===== src/rtl/counter_seq_pkg.sv =====
// Shared types and default sizes for the counter command sequencer.
package counter_seq_pkg;

    localparam int SEQ_WIDTH   = 4;
    localparam int SEQ_DEPTH   = 4;
    localparam int SEQ_DWELL_W = 8;
    localparam int SEQ_RC_W    = 4;

    typedef enum logic [1:0] {
        IDLE,
        APPLY,
        HOLD
    } seq_state_e;

    typedef struct packed {
        logic                   load_en;
        logic [SEQ_WIDTH-1:0]   load;
        logic                   down;
        logic [SEQ_DWELL_W-1:0] dwell;
    } seq_cmd_t;

endpackage


===== src/rtl/seq_cmd_fifo.sv =====
// Synchronous FIFO with fall-through head; occupancy count drives full/empty.
module seq_cmd_fifo
    import counter_seq_pkg::*;
#(
    parameter int DATA_W = $bits(seq_cmd_t),
    parameter int DEPTH  = SEQ_DEPTH
) (
    input  logic              clk,
    input  logic              rstn,
    input  logic              i_push,
    input  logic [DATA_W-1:0] i_data,
    input  logic              i_pop,
    output logic [DATA_W-1:0] o_data,
    output logic              o_full,
    output logic              o_empty
);

    localparam int PTR_W = $clog2(DEPTH);
    localparam int CNT_W = PTR_W + 1;

    logic [DATA_W-1:0] r_mem [DEPTH];
    logic [PTR_W-1:0]  r_wr_ptr;
    logic [PTR_W-1:0]  r_rd_ptr;
    logic [CNT_W-1:0]  r_count;
    logic              w_push;
    logic              w_pop;

    // A full FIFO refuses a push even when the same edge pops.
    assign w_push  = i_push && !o_full;
    assign w_pop   = i_pop && !o_empty;
    assign o_full  = (r_count == CNT_W'(DEPTH));
    assign o_empty = (r_count == '0);
    assign o_data  = r_mem[r_rd_ptr];

    // NOTE: storage has no reset; only pointers and count define validity,
    // which keeps the array a plain RAM-style register file.
    always_ff @(posedge clk) begin
        if (rstn && w_push) begin
            r_mem[r_wr_ptr] <= i_data;
        end
    end

    // NOTE: reset is sampled synchronously and all state uses non-blocking
    // assignments so every register updates from pre-edge values.
    always_ff @(posedge clk) begin
        if (!rstn) begin
            r_wr_ptr <= '0;
            r_rd_ptr <= '0;
            r_count  <= '0;
        end else begin
            if (w_push) begin
                r_wr_ptr <= r_wr_ptr + PTR_W'(1);
            end
            if (w_pop) begin
                r_rd_ptr <= r_rd_ptr + PTR_W'(1);
            end
            case ({w_push, w_pop})
                2'b10:   r_count <= r_count + CNT_W'(1);
                2'b01:   r_count <= r_count - CNT_W'(1);
                default: r_count <= r_count;
            endcase
        end
    end

endmodule


===== src/rtl/counter_cmd_seq.sv =====
// Applies queued timed commands to an up/down counter and reports the
// rollovers seen during each command.
module counter_cmd_seq
    import counter_seq_pkg::*;
#(
    parameter int WIDTH   = SEQ_WIDTH,
    parameter int DEPTH   = SEQ_DEPTH,
    parameter int DWELL_W = SEQ_DWELL_W,
    parameter int RC_W    = SEQ_RC_W
) (
    input  logic               clk,
    input  logic               rstn,
    input  logic               cmd_valid,
    output logic               cmd_ready,
    input  logic               cmd_load_en,
    input  logic [WIDTH-1:0]   cmd_load,
    input  logic               cmd_down,
    input  logic [DWELL_W-1:0] cmd_dwell,
    input  logic               rollover,
    output logic               load_en,
    output logic [WIDTH-1:0]   load,
    output logic               down,
    output logic               busy,
    output logic               done,
    output logic [RC_W-1:0]    done_rolls
);

    typedef struct packed {
        logic               load_en;
        logic [WIDTH-1:0]   load;
        logic               down;
        logic [DWELL_W-1:0] dwell;
    } cmd_t;

    cmd_t             w_in_cmd;
    cmd_t             w_head;
    logic             w_full;
    logic             w_empty;
    logic             w_cmd_end;
    logic             w_start;
    logic [RC_W-1:0]  w_tally_next;

    seq_state_e       r_state;
    logic [DWELL_W-1:0] r_dwell;
    logic [RC_W-1:0]  r_tally;
    logic             r_load_en;
    logic [WIDTH-1:0] r_load;
    logic             r_down;
    logic             r_busy;
    logic             r_done;

    assign w_in_cmd  = '{cmd_load_en, cmd_load, cmd_down, cmd_dwell};
    assign cmd_ready = !w_full;

    seq_cmd_fifo #(
        .DATA_W ($bits(cmd_t)),
        .DEPTH  (DEPTH)
    ) u_fifo (
        .clk     (clk),
        .rstn    (rstn),
        .i_push  (cmd_valid),
        .i_data  (w_in_cmd),
        .i_pop   (w_start),
        .o_data  (w_head),
        .o_full  (w_full),
        .o_empty (w_empty)
    );

    // A command ends in APPLY when its dwell is zero, otherwise on the
    // HOLD cycle where the remaining dwell reaches one.
    assign w_cmd_end = ((r_state == APPLY) && (r_dwell == '0)) ||
                       ((r_state == HOLD)  && (r_dwell == DWELL_W'(1)));
    assign w_start   = !w_empty && ((r_state == IDLE) || w_cmd_end);

    assign w_tally_next = (rollover && (r_tally != '1)) ? r_tally + RC_W'(1) : r_tally;

    // done is registered; the tally it reports must still include a rollover
    // arriving in the final cycle itself, so that one bit is added here.
    assign done_rolls = r_done ? w_tally_next : '0;
    assign load_en    = r_load_en;
    assign load       = r_load;
    assign down       = r_down;
    assign busy       = r_busy;
    assign done       = r_done;

    always_ff @(posedge clk) begin
        if (!rstn) begin
            r_state   <= IDLE;
            r_dwell   <= '0;
            r_tally   <= '0;
            r_load_en <= 1'b0;
            r_load    <= '0;
            r_down    <= 1'b0;
            r_busy    <= 1'b0;
            r_done    <= 1'b0;
        end else begin
            r_load_en <= 1'b0;
            r_done    <= 1'b0;
            if (w_start) begin
                r_state   <= APPLY;
                r_load_en <= w_head.load_en;
                r_load    <= w_head.load;
                r_down    <= w_head.down;
                r_dwell   <= w_head.dwell;
                r_tally   <= '0;
                r_busy    <= 1'b1;
                r_done    <= (w_head.dwell == '0);
            end else begin
                case (r_state)
                    APPLY, HOLD: begin
                        if (w_cmd_end) begin
                            r_state <= IDLE;
                            r_busy  <= 1'b0;
                        end else begin
                            r_state <= HOLD;
                            r_tally <= w_tally_next;
                            if (r_state == HOLD) begin
                                r_dwell <= r_dwell - DWELL_W'(1);
                            end
                            // Predict the final cycle so done lines up with it.
                            r_done <= (r_state == APPLY) ? (r_dwell == DWELL_W'(1))
                                                         : (r_dwell == DWELL_W'(2));
                        end
                    end
                    default: begin
                        r_state <= IDLE;
                    end
                endcase
            end
        end
    end

endmodule


===== config.mk =====
export PLATFORM = sky130hd
export DESIGN_NAME = counter_cmd_seq
export DESIGN_NICKNAME = d
export VERILOG_FILES = /design/src/rtl/counter_seq_pkg.sv /design/src/rtl/seq_cmd_fifo.sv /design/src/rtl/counter_cmd_seq.sv
export SDC_FILE = /design/constraint.sdc
export NUM_CORES = 1
export LEC_CHECK = 0
export CORE_ASPECT_RATIO = 0.75
export CORE_UTILIZATION = 55
export DETAILED_ROUTE_END_ITERATION = 12
export GPL_TIMING_DRIVEN = 0
export PLACE_DENSITY = 0.82
export SETUP_SLACK_MARGIN = 0.3
export SLEW_MARGIN = 40
export SYNTH_ARGS = -nofsm -noshare
export SYNTH_HDL_FRONTEND = slang
export SYNTH_HIERARCHICAL = 1
export SYNTH_SLANG_ARGS = --single-unit

===== constraint.sdc =====
create_clock -name clk -period 3.1 [get_ports clk]
set_input_delay 0.465 -clock clk [delete_from_list [all_inputs] [get_ports clk]]
set_output_delay 0.465 -clock clk [all_outputs]
set_load 0.005 [all_outputs]

==> results.ini, run 1 <==
[sta]
slew_viol_final=0
max_freq_mhz=360.1
finalCritPeriodShare_pct=89.58
finalHoldViolCount=0
tns_ns=0
skew_ns=0.007932
fin_hold_ws_ns=0.4634
period_needed_ns=2.777
rsz0062_at_grt=yes
finalSetupViolations=0
relSlewSlack_pct=50.51
worstMarginPinSlew_ns=0.7424

[drt]
drc=4
vias_per_cell=5.986
first_iter_violations=120
dr.pass1.iters=9
wl_mm=7.284
ant_nets=0
vias=2484
wire_per_inst_um=17.55

[global_route]
grt_max_degree=17
overflow=0
grt_pass1_wl_mm=11.99
antenna_found_initial=0
grt_pass1_vias=2415
grt_usage_pct=22.06

[finish]
nets=361
n_antenna_cell=0
mostFrequentLayoutCell=edfxtp_1
drive_gt1_share_pct=17.66
syn_to_final_growth_pct=18.57
fin_area_um2=4513
final_cell_mix=56 x edfxtp_1, 30 x clkdlybuf4s50_1, 27 x nand2_1, 26 x dfxtp_1, 17 x a21oi_1

[synthesis]
ys_types=49
ys_warn_count=6
postSynthAreaPerCell_um2=13.55
synth_seq_area_share_pct=60.49
syn_inst=281
ys_seq_elements=87
synth_edf_count=56
synthFlopType=edfxtp_1
synthesis.nets=313
syn-cell-area_um2=3806
synthArstFlopShare_pct=0

[place]
gp_congestion=0.8572
io_buffers=30
hpwl_mm=4.942
dpl_cell_area_um2=4223

[outcome]
failed_checks=design-rule violations
status=complete, but fails checks

[die]
num_rows=25
die_w_um=98.06
core-area_um2=6475
ios=31
start_util_pct=58.78
die_h_um=74.05
die_area_um2=7260

[worst_setup_path]
crit_path_end_kind=flip-flop
path_class=reg2reg
crit_path_start_kind=flip-flop
arrival_ns=3.06
critical_path_required_ns=3.39
critPathMaxFanout=8

[cts]
cts.path.max_buffers=2
cts_buffers=9
cts_tree=yes
root_buffer=clkbuf_8
ctsHoldBuffers=0
cts_sinks=87
htreeDepth=3
clock_latency_ns=0.35
clkSlewWorstSetupHoldPaths_ns=0.09

[power_and_ir_drop]
clkPwrFrac_pct=21.7
vdd_ir_drop_max_uv=397.3
leakage_nw=1.544
power_density_nw_per_um2=807.0
sequentialPowerShare_pct=41.6
power_mw=3.642
switching_share_pct=33.36
internal-power_mw=2.427
switchingPower_mw=1.215
pwr-share-comb_pct=36.7

[hold_path]
min_path_type=reg2reg

[flow_run]
max-cap-violations=0

power groups by stage:
| stage | Sequential (mW) | Clock [mW] | Combinational (mW) |
|---|---|---|---|
| 2_1_floorplan | 1.51 | 0 | 0.856 |
| 3_3_place_gp | 1.53 | 0 | 1.16 |
| 3_5_place_dp | 1.54 | 0 | 1.18 |
| 4_1_cts | 1.51 | 0.813 | 1.28 |
| 5_1_grt | 1.53 | 0.862 | 1.47 |
| 6_report | 1.51 | 0.792 | 1.34 |
area by class of cell:
type	count	area, um2
plain buffers	10	81.33
clock buffers	10	127.6
clock inverters	6	76.32
fillers	440	1962
inverters	16	65.06
multi-input cells	168	1393
flip-flops and latches	87	2316
well taps	81	101.3
repair buffers	37	352.8
per-layer routing:
layer	global-route usage (%)	part of all wire (%)
met1	28.73	43
met2	36.31	48
met3	6.391	7.9
met4	7.576	0.99
met5	0	0
final timing paths:
kind	from	endpoint	slack (ns)	cells past startpoint
worst min register to register	load[0]$_SDFFE_PN0P_	load[0]$_SDFFE_PN0P_	0.46	2
worst min-delay path	load[0]$_SDFFE_PN0P_	load[0]$_SDFFE_PN0P_	0.46	2
worst max register to register	r_dwell[5]$_SDFFE_PN0P_	u_fifo/r_count[2]$_SDFFE_PN0P_	0.32	11
worst max-delay path	r_dwell[5]$_SDFFE_PN0P_	u_fifo/r_count[2]$_SDFFE_PN0P_	0.32	11
cell families after synthesis:
kind of cell,Yosys count,synth area share (%)
flip-flops,87,60.49
adder cells (fa/ha/maj),14,4.800
AO/OA/AOI/OAI,52,9.007
XOR/XNOR,5,1.151
AND/OR/NAND/NOR,80,11.24
multiplexers,17,9.468
buffers and inverters,26,3.846
what timing repair did:
item | CTS | global route
pin swaps | 2 | 3
buffers inserted | 5 | 2
setup endpoints to repair | 1 | 1
resized for setup | 10 | 7
cloned | 0 | 0
worst max-delay path, stage by stage (launching register included):
cell,delay (ns)
dfxtp_4,0.37
or3_4,0.40
o41a_4,0.51
clkinv_4,0.08
buf_12,0.11
nor2b_4,0.16
ha_4,0.14
inv_1,0.04
fa_2,0.33
xor2_1,0.15
or3_1,0.31
a21boi_1,0.12
per-stage QoR:
step / setup slack [ns] / instances / utilization, %
floorplan: 0.3012 / 281 / -
global placement: 0.1606 / 392 / 65.22
detailed placement: 0.1074 / 392 / 65.22
CTS: 0.3217 / 413 / 69.31
global route: 0.2587 / 415 / 69.70
finish: 0.3229 / 415 / 69.70
sequential cells by signal, indices dropped and copies added, names as in the netlist, named ones only:
register,count
r_state,2
u_fifo/r_count,3
load,4
done,1
r_dwell,8
load_en,1
u_fifo/r_rd_ptr,2
u_fifo/r_wr_ptr,2
r_tally,4
down,1
busy,1
u_fifo/r_mem,56
synthesized netlist by cell type (5+ instances only):
cell type	count	area share, %
edfxtp_1	56	44
dfxtp_1	31	16
nand2_1	27	2.7
a21oi_1	17	2.2
inv_1	15	1.5
ha_1	13	4.3
o21ai_0	11	1.4
mux4_2	10	5.9
nand3_1	8	1.1
and3_1	7	1.2
nor2_1	7	0.69
or3_1	6	0.99
a31oi_1	5	0.82
a32oi_1	5	1.2
(Power assumes the default switching activity.)
==> run 2, diff against run 1 <==
--- a/config.mk
+++ b/config.mk
@@ -9,7 +9,9 @@
 export CORE_UTILIZATION = 55
 export DETAILED_ROUTE_END_ITERATION = 12
 export GPL_TIMING_DRIVEN = 0
+export MAX_ROUTING_LAYER = met4
 export PLACE_DENSITY = 0.82
+export RECOVER_POWER = 25
 export SETUP_SLACK_MARGIN = 0.3
 export SLEW_MARGIN = 40
 export SYNTH_ARGS = -nofsm -noshare
==> run 2 against run 1 <==
The flow still finishes with violations (design-rule violations). First-iteration DRC count decreased by 5.0%. Flip-flop and latch count unchanged. Critical path depth stayed put. Final area unchanged. Via count fell by 0.85%. Global-route usage up 0.78 points. Critical path type unchanged. Highest routed layer unchanged.
==> results.ini, run 2 (synthesis gave the netlist of run 1 again) <==
[finish]
top_register=u_fifo/r_mem  ; unchanged
final_cell_mix=56 x edfxtp_1, 27 x nand2_1, 26 x dfxtp_1, 20 x clkdlybuf4s50_1, 17 x a21oi_1  ; was 56 x edfxtp_1, 30 x clkdlybuf4s50_1, 27 x nand2_1, 26 x dfxtp_1, 17 x a21oi_1
mostFrequentLayoutCell=edfxtp_1  ; unchanged
largest_reg_flops=56  ; unchanged
final_cells=415  ; unchanged
fill_cells=440  ; unchanged
nets=361  ; unchanged
n_antenna_cell=0  ; unchanged
reg_top3=u_fifo/r_mem x56, r_dwell x8  ; unchanged
drive_gt1_share_pct=17.66  ; unchanged
syn_to_final_growth_pct=18.57  ; unchanged
fin_area_um2=4513  ; unchanged

[die]
die_w_um=98.06  ; unchanged
start_util_pct=58.78  ; unchanged
core-area_um2=6475  ; unchanged
die_area_um2=7260  ; unchanged
die_h_um=74.05  ; unchanged
ios=31  ; unchanged
num_rows=25  ; unchanged

[global_route]
grt_pass1_vias=2413  ; was 2415
grt_pass1_wl_mm=12.01  ; was 11.99 mm
grt_usage_pct=22.85  ; was 22.06%
antenna_found_initial=0  ; unchanged
grt_max_degree=17  ; unchanged
overflow=0  ; unchanged

[cts]
ctsHoldBuffers=0  ; unchanged
htreeDepth=3  ; unchanged
cts_sinks=87  ; unchanged
cts.path.max_buffers=2  ; unchanged
cts_tree=yes  ; unchanged
root_buffer=clkbuf_8  ; unchanged
cts_buffers=9  ; unchanged
clkSlewWorstSetupHoldPaths_ns=0.09  ; about the same
clock_latency_ns=0.35  ; about the same

[power_and_ir_drop]
leakage_nw=1.547  ; was 1.544 nW
power_mw=3.636  ; was 3.642 mW
power_density_nw_per_um2=805.7  ; was 807.0 nW/um2
vdd_ir_drop_max_uv=393.7  ; was 397.3 uV

[place]
dp.cells=392  ; unchanged
io_buffers=30  ; unchanged
dpl_cell_area_um2=4223  ; unchanged
pre_cts_ws_ns=0.1074  ; unchanged
hpwl_mm=4.942  ; unchanged
gp_congestion=0.8709  ; was 0.8572

[sta]
finalSetupViolations=0  ; unchanged
tns_ns=0  ; unchanged
finalCritPeriodShare_pct=89.60  ; was 89.58%
skew_ns=0.008143  ; was 0.007932 ns
relSlewSlack_pct=50.10  ; was 50.51%
worst_slack_ns=0.3222  ; was 0.3229 ns
finalHoldViolCount=0  ; unchanged
period_needed_ns=2.778  ; was 2.777 ns
max_freq_mhz=360.0  ; was 360.1 MHz
rsz0062_at_grt=yes  ; unchanged
worstMarginPinSlew_ns=0.7484  ; was 0.7424 ns
slew_viol_final=0  ; unchanged

[worst_setup_path]
arrival_ns=3.06  ; about the same
critical_path_required_ns=3.38  ; was 3.39 ns
path_class=reg2reg  ; unchanged
crit_path_end_kind=flip-flop  ; unchanged
crit_path_start_kind=flip-flop  ; unchanged
critPathMaxFanout=8  ; unchanged

[drt]
wire_per_inst_um=17.47  ; was 17.55 um
vias_per_cell=5.935  ; was 5.986
first_iter_violations=114  ; was 120
vias=2463  ; was 2484
wl_mm=7.251  ; was 7.284 mm
dr.pass1.iters=8  ; was 9
ant_nets=0  ; unchanged
drc=4  ; unchanged

[hold_path]
min_path_type=reg2reg  ; unchanged

[flow_run]
max-cap-violations=0  ; unchanged

[outcome]
failed_checks=design-rule violations  ; unchanged
status=complete, but fails checks  ; unchanged

==> run 2: changes by cell type in the layout (fill, tap and decap cells not counted) <==
cell / previous run / this run
clkdlybuf4s50_1: 30 / 20
dlygate4sd3_1: 0 / 10
==> run 2: area by class of cell <==
class | instances | area (um2) | area share, %
clock inverter | 6 | 76.32 | 1.691
timing repair buffer | 37 | 352.8 | 7.818
sequential | 87 | 2316 | 51.32
multi-input combinational | 168 | 1393 | 30.86
buffer | 10 | 81.33 | 1.802
inverter | 16 | 65.06 | 1.442
tap | 81 | 101.3 | 2.246
clock buffer | 10 | 127.6 | 2.828
==> run 2: path summary, 6_finish.rpt <==
check                                              from                        endpoint  slack (ns)  cells past startpoint
worst max-delay path            r_dwell[5]$_SDFFE_PN0P_  u_fifo/r_count[2]$_SDFFE_PN0P_        0.32                     11
worst min-delay path               load[2]$_SDFFE_PN0P_            load[2]$_SDFFE_PN0P_        0.46                      2
worst max register to register  r_dwell[5]$_SDFFE_PN0P_  u_fifo/r_count[2]$_SDFFE_PN0P_        0.32                     11
worst min register to register     load[2]$_SDFFE_PN0P_            load[2]$_SDFFE_PN0P_        0.46                      2
==> run 2: where the power goes <==
part / internal [mW] / switching, mW / total, mW / leakage (nW)
logic: 0.632 / 0.698 / 1.33 / 0.679
clock network: 0.387 / 0.404 / 0.791 / 0.103
registers: 1.41 / 0.110 / 1.51 / 0.765
total: 2.42 / 1.21 / 3.64 / 1.55
==> run 2: metrics by stage <==
| stage | util (%) | hold slack, ns |
|---|---|---|
| after CTS | 69.31 | 0.4660 |
| after global placement | 65.22 | 0.4455 |
| final | 69.70 | 0.4642 |
| after floorplan | - | 0.4527 |
| after global routing | 69.70 | 0.4832 |
| after detailed placement | 65.22 | 0.4538 |
==> run 2: timing repair <==
action                     4_1_cts  5_1_grt
setup endpoints to repair        1        1
buffers inserted                 5        2
gates resized for setup         10        7
pin swaps                        2        3
==> run 2: critical path, stage by stage, from the launching register on <==
cell and delay [ns]:
dfxtp_4 0.37, or3_4 0.40, o41a_4 0.51, clkinv_4 0.08, buf_12 0.11, nor2b_4 0.16
ha_4 0.14, inv_1 0.04, fa_2 0.33, xor2_1 0.15, or3_1 0.31, a21boi_1 0.12
==> run 2: per-layer routing <==
layer  wire (um)  track usage, %  share of wire, %  up-vias
li1            -               -                 -     1170
met1        3147           28.79                43     1174
met2        3430           36.46                47      104
met3         573           6.203               7.9       15
met4          99           7.576               1.4        0
met5           0               -                 0        -
